**src/rtl/bitslam_pkg.sv**
```systemverilog
// Shared types and constants for the bitslam register-write sequencer.
package bitslam_pkg;

  // Synth register addresses
  localparam logic [2:0] VOICE0_DIV = 3'd0;
  localparam logic [2:0] VOICE0_TAP = 3'd1;
  localparam logic [2:0] VOICE1_DIV = 3'd2;
  localparam logic [2:0] VOICE1_TAP = 3'd3;
  localparam logic [2:0] MIXER_VOL  = 3'd4;

  localparam int unsigned ENTRY_W = 10;
  localparam int unsigned BUS_W   = 6;

  // One program step: optional tempo wait, synth register address, data
  typedef struct packed {
    logic        wait_f;
    logic [2:0]  addr;
    logic [5:0]  data;
  } step_entry_t;

  typedef enum logic [1:0] {
    ST_IDLE = 2'd0,
    ST_ADDR = 2'd1,
    ST_DATA = 2'd2,
    ST_WAIT = 2'd3
  } seq_state_e;

endpackage

```
**src/rtl/bitslam_tempo.sv**
```systemverilog
// Free-running tempo counter with a combinational beat at each wrap.
module bitslam_tempo #(
  parameter int unsigned TEMPO_W = 12
) (
  input  logic               clk,
  input  logic               rst,
  input  logic               clear_i,
  input  logic               run_i,
  input  logic [TEMPO_W-1:0] tempo_i,
  output logic               beat_o
);

  logic [TEMPO_W-1:0] cnt_q;
  logic [TEMPO_W-1:0] cnt_d;
  logic               wrap;

  // Equality compare only: a tempo lowered below the count rolls over the full range
  assign wrap   = (cnt_q == tempo_i);
  assign beat_o = run_i && wrap;

  // Next count: forced to zero when cleared, otherwise count and wrap at tempo
  always_comb begin
    cnt_d = cnt_q;
    if (clear_i) begin
      cnt_d = '0;
    end else if (wrap) begin
      cnt_d = '0;
    end else begin
      cnt_d = cnt_q + TEMPO_W'(1);
    end
  end

  // Counter register
  always_ff @(posedge clk or posedge rst) begin
    if (rst) begin
      cnt_q <= '0;
    end else begin
      cnt_q <= cnt_d;
    end
  end

endmodule

```
**src/rtl/bitslam_sequencer.sv**
```systemverilog
// Plays a host-loaded list of synth register writes over the two-phase bus.
module bitslam_sequencer
  import bitslam_pkg::*;
#(
  parameter int unsigned DEPTH   = 16,
  parameter int unsigned TEMPO_W = 12
) (
  input  logic                       clk,
  input  logic                       rst,
  input  logic                       prog_we,
  input  logic [$clog2(DEPTH)-1:0]   prog_addr,
  input  logic [ENTRY_W-1:0]         prog_data,
  input  logic [$clog2(DEPTH)-1:0]   last_step,
  input  logic [TEMPO_W-1:0]         tempo,
  input  logic                       start,
  input  logic                       stop,
  output logic                       bus_sel,
  output logic [BUS_W-1:0]           bus_addr_data,
  output logic                       running,
  output logic [$clog2(DEPTH)-1:0]   step,
  output logic                       beat
);

  localparam int unsigned IW = $clog2(DEPTH);

  step_entry_t table_q [DEPTH];

  seq_state_e  state_q, state_d;
  logic [IW-1:0] pc_q, pc_d, pc_next;
  step_entry_t cur_q, cur_d;
  logic        fetch;

  logic             bus_sel_q, bus_sel_d;
  logic [BUS_W-1:0] bus_ad_q, bus_ad_d;
  logic             running_q, running_d;
  logic [IW-1:0]    step_q, step_d;
  logic             tempo_clear;

  // Program table, host-writable at any time, intentionally not reset
  always_ff @(posedge clk) begin
    if (prog_we) begin
      table_q[prog_addr] <= step_entry_t'(prog_data);
    end
  end

  // Tempo runs only while playing; held at zero in IDLE and on entry
  assign tempo_clear = (state_q == ST_IDLE) || (state_d == ST_IDLE);

  bitslam_tempo #(
    .TEMPO_W (TEMPO_W)
  ) u_tempo (
    .clk     (clk),
    .rst     (rst),
    .clear_i (tempo_clear),
    .run_i   (running_q),
    .tempo_i (tempo),
    .beat_o  (beat)
  );

  assign pc_next = (pc_q == last_step) ? '0 : pc_q + IW'(1);

  // Next-state logic; the fetch reads the pre-write table so a colliding write lands next lap
  always_comb begin
    state_d = state_q;
    pc_d    = pc_q;
    fetch   = 1'b0;
    unique case (state_q)
      ST_IDLE: begin
        if (start && !stop) begin
          state_d = ST_ADDR;
          pc_d    = '0;
          fetch   = 1'b1;
        end
      end
      ST_ADDR: begin
        state_d = stop ? ST_IDLE : ST_DATA;
      end
      ST_DATA: begin
        if (stop) begin
          state_d = ST_IDLE;
        end else if (cur_q.wait_f) begin
          state_d = ST_WAIT;
        end else begin
          state_d = ST_ADDR;
          pc_d    = pc_next;
          fetch   = 1'b1;
        end
      end
      ST_WAIT: begin
        if (stop) begin
          state_d = ST_IDLE;
        end else if (beat) begin
          state_d = ST_ADDR;
          pc_d    = pc_next;
          fetch   = 1'b1;
        end
      end
      default: state_d = ST_IDLE;
    endcase
    cur_d = fetch ? table_q[pc_d] : cur_q;
  end

  // Output decode from the next state so bus outputs are registered with it
  always_comb begin
    bus_sel_d = 1'b0;
    bus_ad_d  = '0;
    running_d = (state_d != ST_IDLE);
    step_d    = pc_d;
    if (state_d == ST_ADDR) begin
      bus_ad_d = {3'b000, cur_d.addr};
    end else if (state_d == ST_DATA) begin
      bus_sel_d = 1'b1;
      bus_ad_d  = cur_d.data;
    end
  end

  // State, program counter, current entry and output registers
  always_ff @(posedge clk or posedge rst) begin
    if (rst) begin
      state_q   <= ST_IDLE;
      pc_q      <= '0;
      cur_q     <= '0;
      bus_sel_q <= 1'b0;
      bus_ad_q  <= '0;
      running_q <= 1'b0;
      step_q    <= '0;
    end else begin
      state_q   <= state_d;
      pc_q      <= pc_d;
      cur_q     <= cur_d;
      bus_sel_q <= bus_sel_d;
      bus_ad_q  <= bus_ad_d;
      running_q <= running_d;
      step_q    <= step_d;
    end
  end

  assign bus_sel       = bus_sel_q;
  assign bus_addr_data = bus_ad_q;
  assign running       = running_q;
  assign step          = step_q;

endmodule
```
**config.mk**
```make
export PLATFORM = sky130hd
export DESIGN_NAME = bitslam_sequencer
export DESIGN_NICKNAME = d
export VERILOG_FILES = /design/src/rtl/bitslam_pkg.sv /design/src/rtl/bitslam_tempo.sv /design/src/rtl/bitslam_sequencer.sv
export SDC_FILE = /design/constraint.sdc
export NUM_CORES = 1
export LEC_CHECK = 0
export BUFFER_PORTS_ARGS = -buffer_cell sky130_fd_sc_hd__buf_2
export CORE_MARGIN = 2
export CORE_UTILIZATION = 54
export DETAILED_ROUTE_END_ITERATION = 7
export PLACE_DENSITY = 0.75
export SYNTH_ARGS = -nofsm -noshare
export SYNTH_HDL_FRONTEND = slang
export SYNTH_SLANG_ARGS = --single-unit
```
**constraint.sdc**
```tcl
create_clock -name clk -period 3.2 [get_ports clk]
set_clock_uncertainty 0.15 [all_clocks]
set_input_delay 0 -clock clk [delete_from_list [all_inputs] [get_ports clk]]
set_output_delay 0 -clock clk [all_outputs]
set_load 0.05 [all_outputs]
```
==> metrics.csv <==
stage,metric,value,unit
status,status,"finished, violations left",
status,failing checks,setup timing,
critical_path,Max Fanout on Critical Path,10,
critical_path,Worst EP arrival,3.75,ns
floorplanning,I/O pin count,48,
route,1st-pass router iterations,5,
place,global placer's final weighted congestion,0.893,
floorplanning,initial core utilization,0.557,
layout,"commonest non-fill, non-tap cell in the layout",edfxtp_1,
synth,Synth warnings,0,
worst_hold_path,Hold Crit Class,primary input to flop,
timing,Final Hold Viols,0,
synth,Cells after Synth,597,
route,vias after detailed routing,5689,
critical_path,CP Launch Type,flop,
synth,ys async rst share,0.171,
timing,Slew @ Worst Pin,1.23,ns
critical_path,Reg2Reg Setup Slack,-0.37,ns
timing,total negative slack,-1.77,ns
timing,minimum clock period,3.57,ns
clocking,clk_lat worst skew,0.44,ns
floorplanning,die area,16000,um^2
run,max cap viols,0,
timing,"Slew Viols, Final",0,
synth,number of synthesized flops with an enable pin,160,
timing,setup violators final,10,
route,routed len/inst,21.6,um
synth,Mapped Area,8120,um^2
place,Cells after DPL,866,
floorplanning,Die H,127,um
timing,period utilisation layout,1.12,
layout,Nets,779,
place,Buffers on Ports,47,
grt,gr usage total,0.263,
timing,fmax,280,MHz
clocking,CTS root buf,clkbuf_16,
floorplanning,std cell rows,44,
layout,antenna fix cells,0,
synth,Post-Syn Nets,634,
synth,dominant synthesized flop cell,edfxtp_1,
critical_path,WP data required,3.38,ns
grt,vias in the first global route,5723,
grt,first-pass GRT wire length,31.4,mm
route,"wirelength, routed",20.3,mm
floorplanning,core area,14600,um^2
route,post-route ant nets,0,
place,Placed Area,8980,um^2
layout,"non-filler cells, final",939,
synth,synth unique cells,54,
timing,RSZ-0062 raised after global routing,yes,
layout,area of the multi-input gates,2460,um^2
clocking,Num CTS Buffers,17,
synth,mean post-synth cell area,13.6,um^2
route,Vias/cell,6.06,
synth,Synth area leader,edfxtp_1,
power,P_leak,0.00389,uW
critical_path,CP endpoint kind,flop,
layout,most frequent cells in the layout,"edfxtp_1 (160), nand2_1 (89), buf_4 (62)",
power,Cell Pwr Density,609,nW/um^2
synth,top cell type's share of synthesized area,0.591,
clocking,Clock Tree Buf Depth,2,
clocking,CTS H-tree depth,4,
layout,sequential cell area,5630,um^2
grt,GRT overflow,0,
clocking,"Clk pin slew, worst setup/hold paths",0.07,ns
layout,synthesis-to-layout area growth,26.2,%
power,worst vdd ir,0.000488,V
clocking,clk sinks,193,
timing,Slew headroom,0.179,
grt,largest net degree at the start of global routing,34,
critical_path,WS Path Type,flop to flop,
clocking,CTS tree,yes,
floorplanning,Die Width,127,um
layout,"Design Area, Final",10300,um^2
synth,Synth Register Bits,193,
place,Final HPWL DP,12.4,mm
timing,Final WS setup,-0.370,ns
layout,fraction of layout instances using a drive strength above 1,0.261,
synth,post-synthesis sequential area ratio,0.693,
synth,Area contributors post-synth,"edfxtp_1 (59%), dfrtp_1 (10%), nand2_1 (4.2%)",
route,initial DRC count,622,
layout,# fillers,933,
grt,initial antenna violation count,0,
route,drt drc,0,
report_power, final:
group / leakage (uW) / internal [uW] / total [uW] / switching, uW
sequential: 0.00188 / 2820 / 2880 / 63.3
clock: 0.000291 / 1180 / 2150 / 969
combinational: 0.00172 / 534 / 1220 / 681
stage by stage:
stage	utilization	hold slack (ns)	setup slack (ns)	total power [uW]
2_1_floorplan	-	-0.0511	-0.121	3540
4_1_cts	0.701	0.00839	-0.219	6230
5_1_grt	0.703	0.0473	-0.443	6470
3_3_place_gp	0.616	-0.0262	-0.300	3830
6_report	0.703	0.0247	-0.370	6250
3_5_place_dp	0.616	-0.0189	-0.434	3860
sequential cells by signal, indices dropped and copies added, names as in the netlist:
| signal | flops |
|---|---|
| bus_sel | 1 |
| table_q | 160 |
| u_tempo.cnt_q | 12 |
| cur_q | 7 |
| state_q | 2 |
| bus_addr_data | 6 |
| running | 1 |
| step | 4 |
layer usage:
metal	up-vias	global-route usage	part of all wire
met5	-	0	0
met4	0	0.0827	0.019
met1	2798	0.349	0.40
li1	2566	-	-
met3	36	0.0612	0.087
met2	289	0.435	0.49
repair_timing:
action                                 in CTS  in global routing
pin swaps                                  17                  7
endpoints found under the hold margin     230                  0
hold buffers                               19                  0
setup endpoints to repair                  10                 10
gates resized for setup                    42                 14
setup buffers                              17                  1
gates cloned                                6                  0
kinds of logic after synthesis:
| group | count (synthesis) | share of synthesized area |
|---|---|---|
| compound gates | 77 | 0.0753 |
| mux | 37 | 0.0502 |
| xor+xnor | 27 | 0.0291 |
| buf+inv | 38 | 0.0223 |
| flops | 193 | 0.693 |
| simple gates | 223 | 0.127 |
| fa+ha+maj | 2 | 0.00308 |
worst paths after layout:
check | end | startpoint | cells past startpoint
max | bus_addr_data[1] | u_tempo.cnt_q[10] | 12
min | table_q[14][0] | prog_we | 3
max reg2reg | bus_addr_data[1] | u_tempo.cnt_q[10] | 12
min reg2reg | bus_addr_data[3] | cur_q[3] | 2
max in group asynchronous | cur_q[1] | rst | 4
min in group asynchronous | u_tempo.cnt_q[9] | rst | 4
area by class of cell:
cell class | count | area share
sequential | 193 | 0.549
multi-input combinational | 367 | 0.240
timing repair buffer | 150 | 0.122
clock buffer | 18 | 0.0418
tap | 184 | 0.0225
clock inverter | 14 | 0.0165
inverter | 11 | 0.00537
timing repair inverter | 2 | 0.00244
critical path, stage by stage, from the launching register on:
cell      delay (ns)
dfrtp_1         0.40
xor2_1          0.16
nor4_2          0.33
or4b_4          0.57
o21a_4          0.23
a22oi_2         0.20
buf_6           0.15
buf_6           0.11
inv_6           0.05
a221oi_1        0.41
a311oi_1        0.11
or4_1           0.41
a22o_1          0.19
synthesized netlist by cell type (2+ instances only):
cell and number:
a31oi_1 9, a221oi_1 11, mux2i_1 34, o21ai_0 6, xnor2_1 17, nor2_1 42, or4_1 3, nand4_1 4
a21oi_1 10, a22o_1 3, nand2_1 91, nand2b_1 2, buf_1 4, clkbuf_1 11, inv_1 8, buf_2 7
nor3_1 9, nand3b_1 2, nand4b_1 2, dfrtp_1 33, a311oi_1 12, ha_1 2, and2_1 2, edfxtp_1 160
mux4_2 3, inv_2 2, a32oi_1 13, buf_6 3, xor2_1 10, buf_4 2, nand3_1 41, and3_1 17
Power figures use the tool's default switching activity.
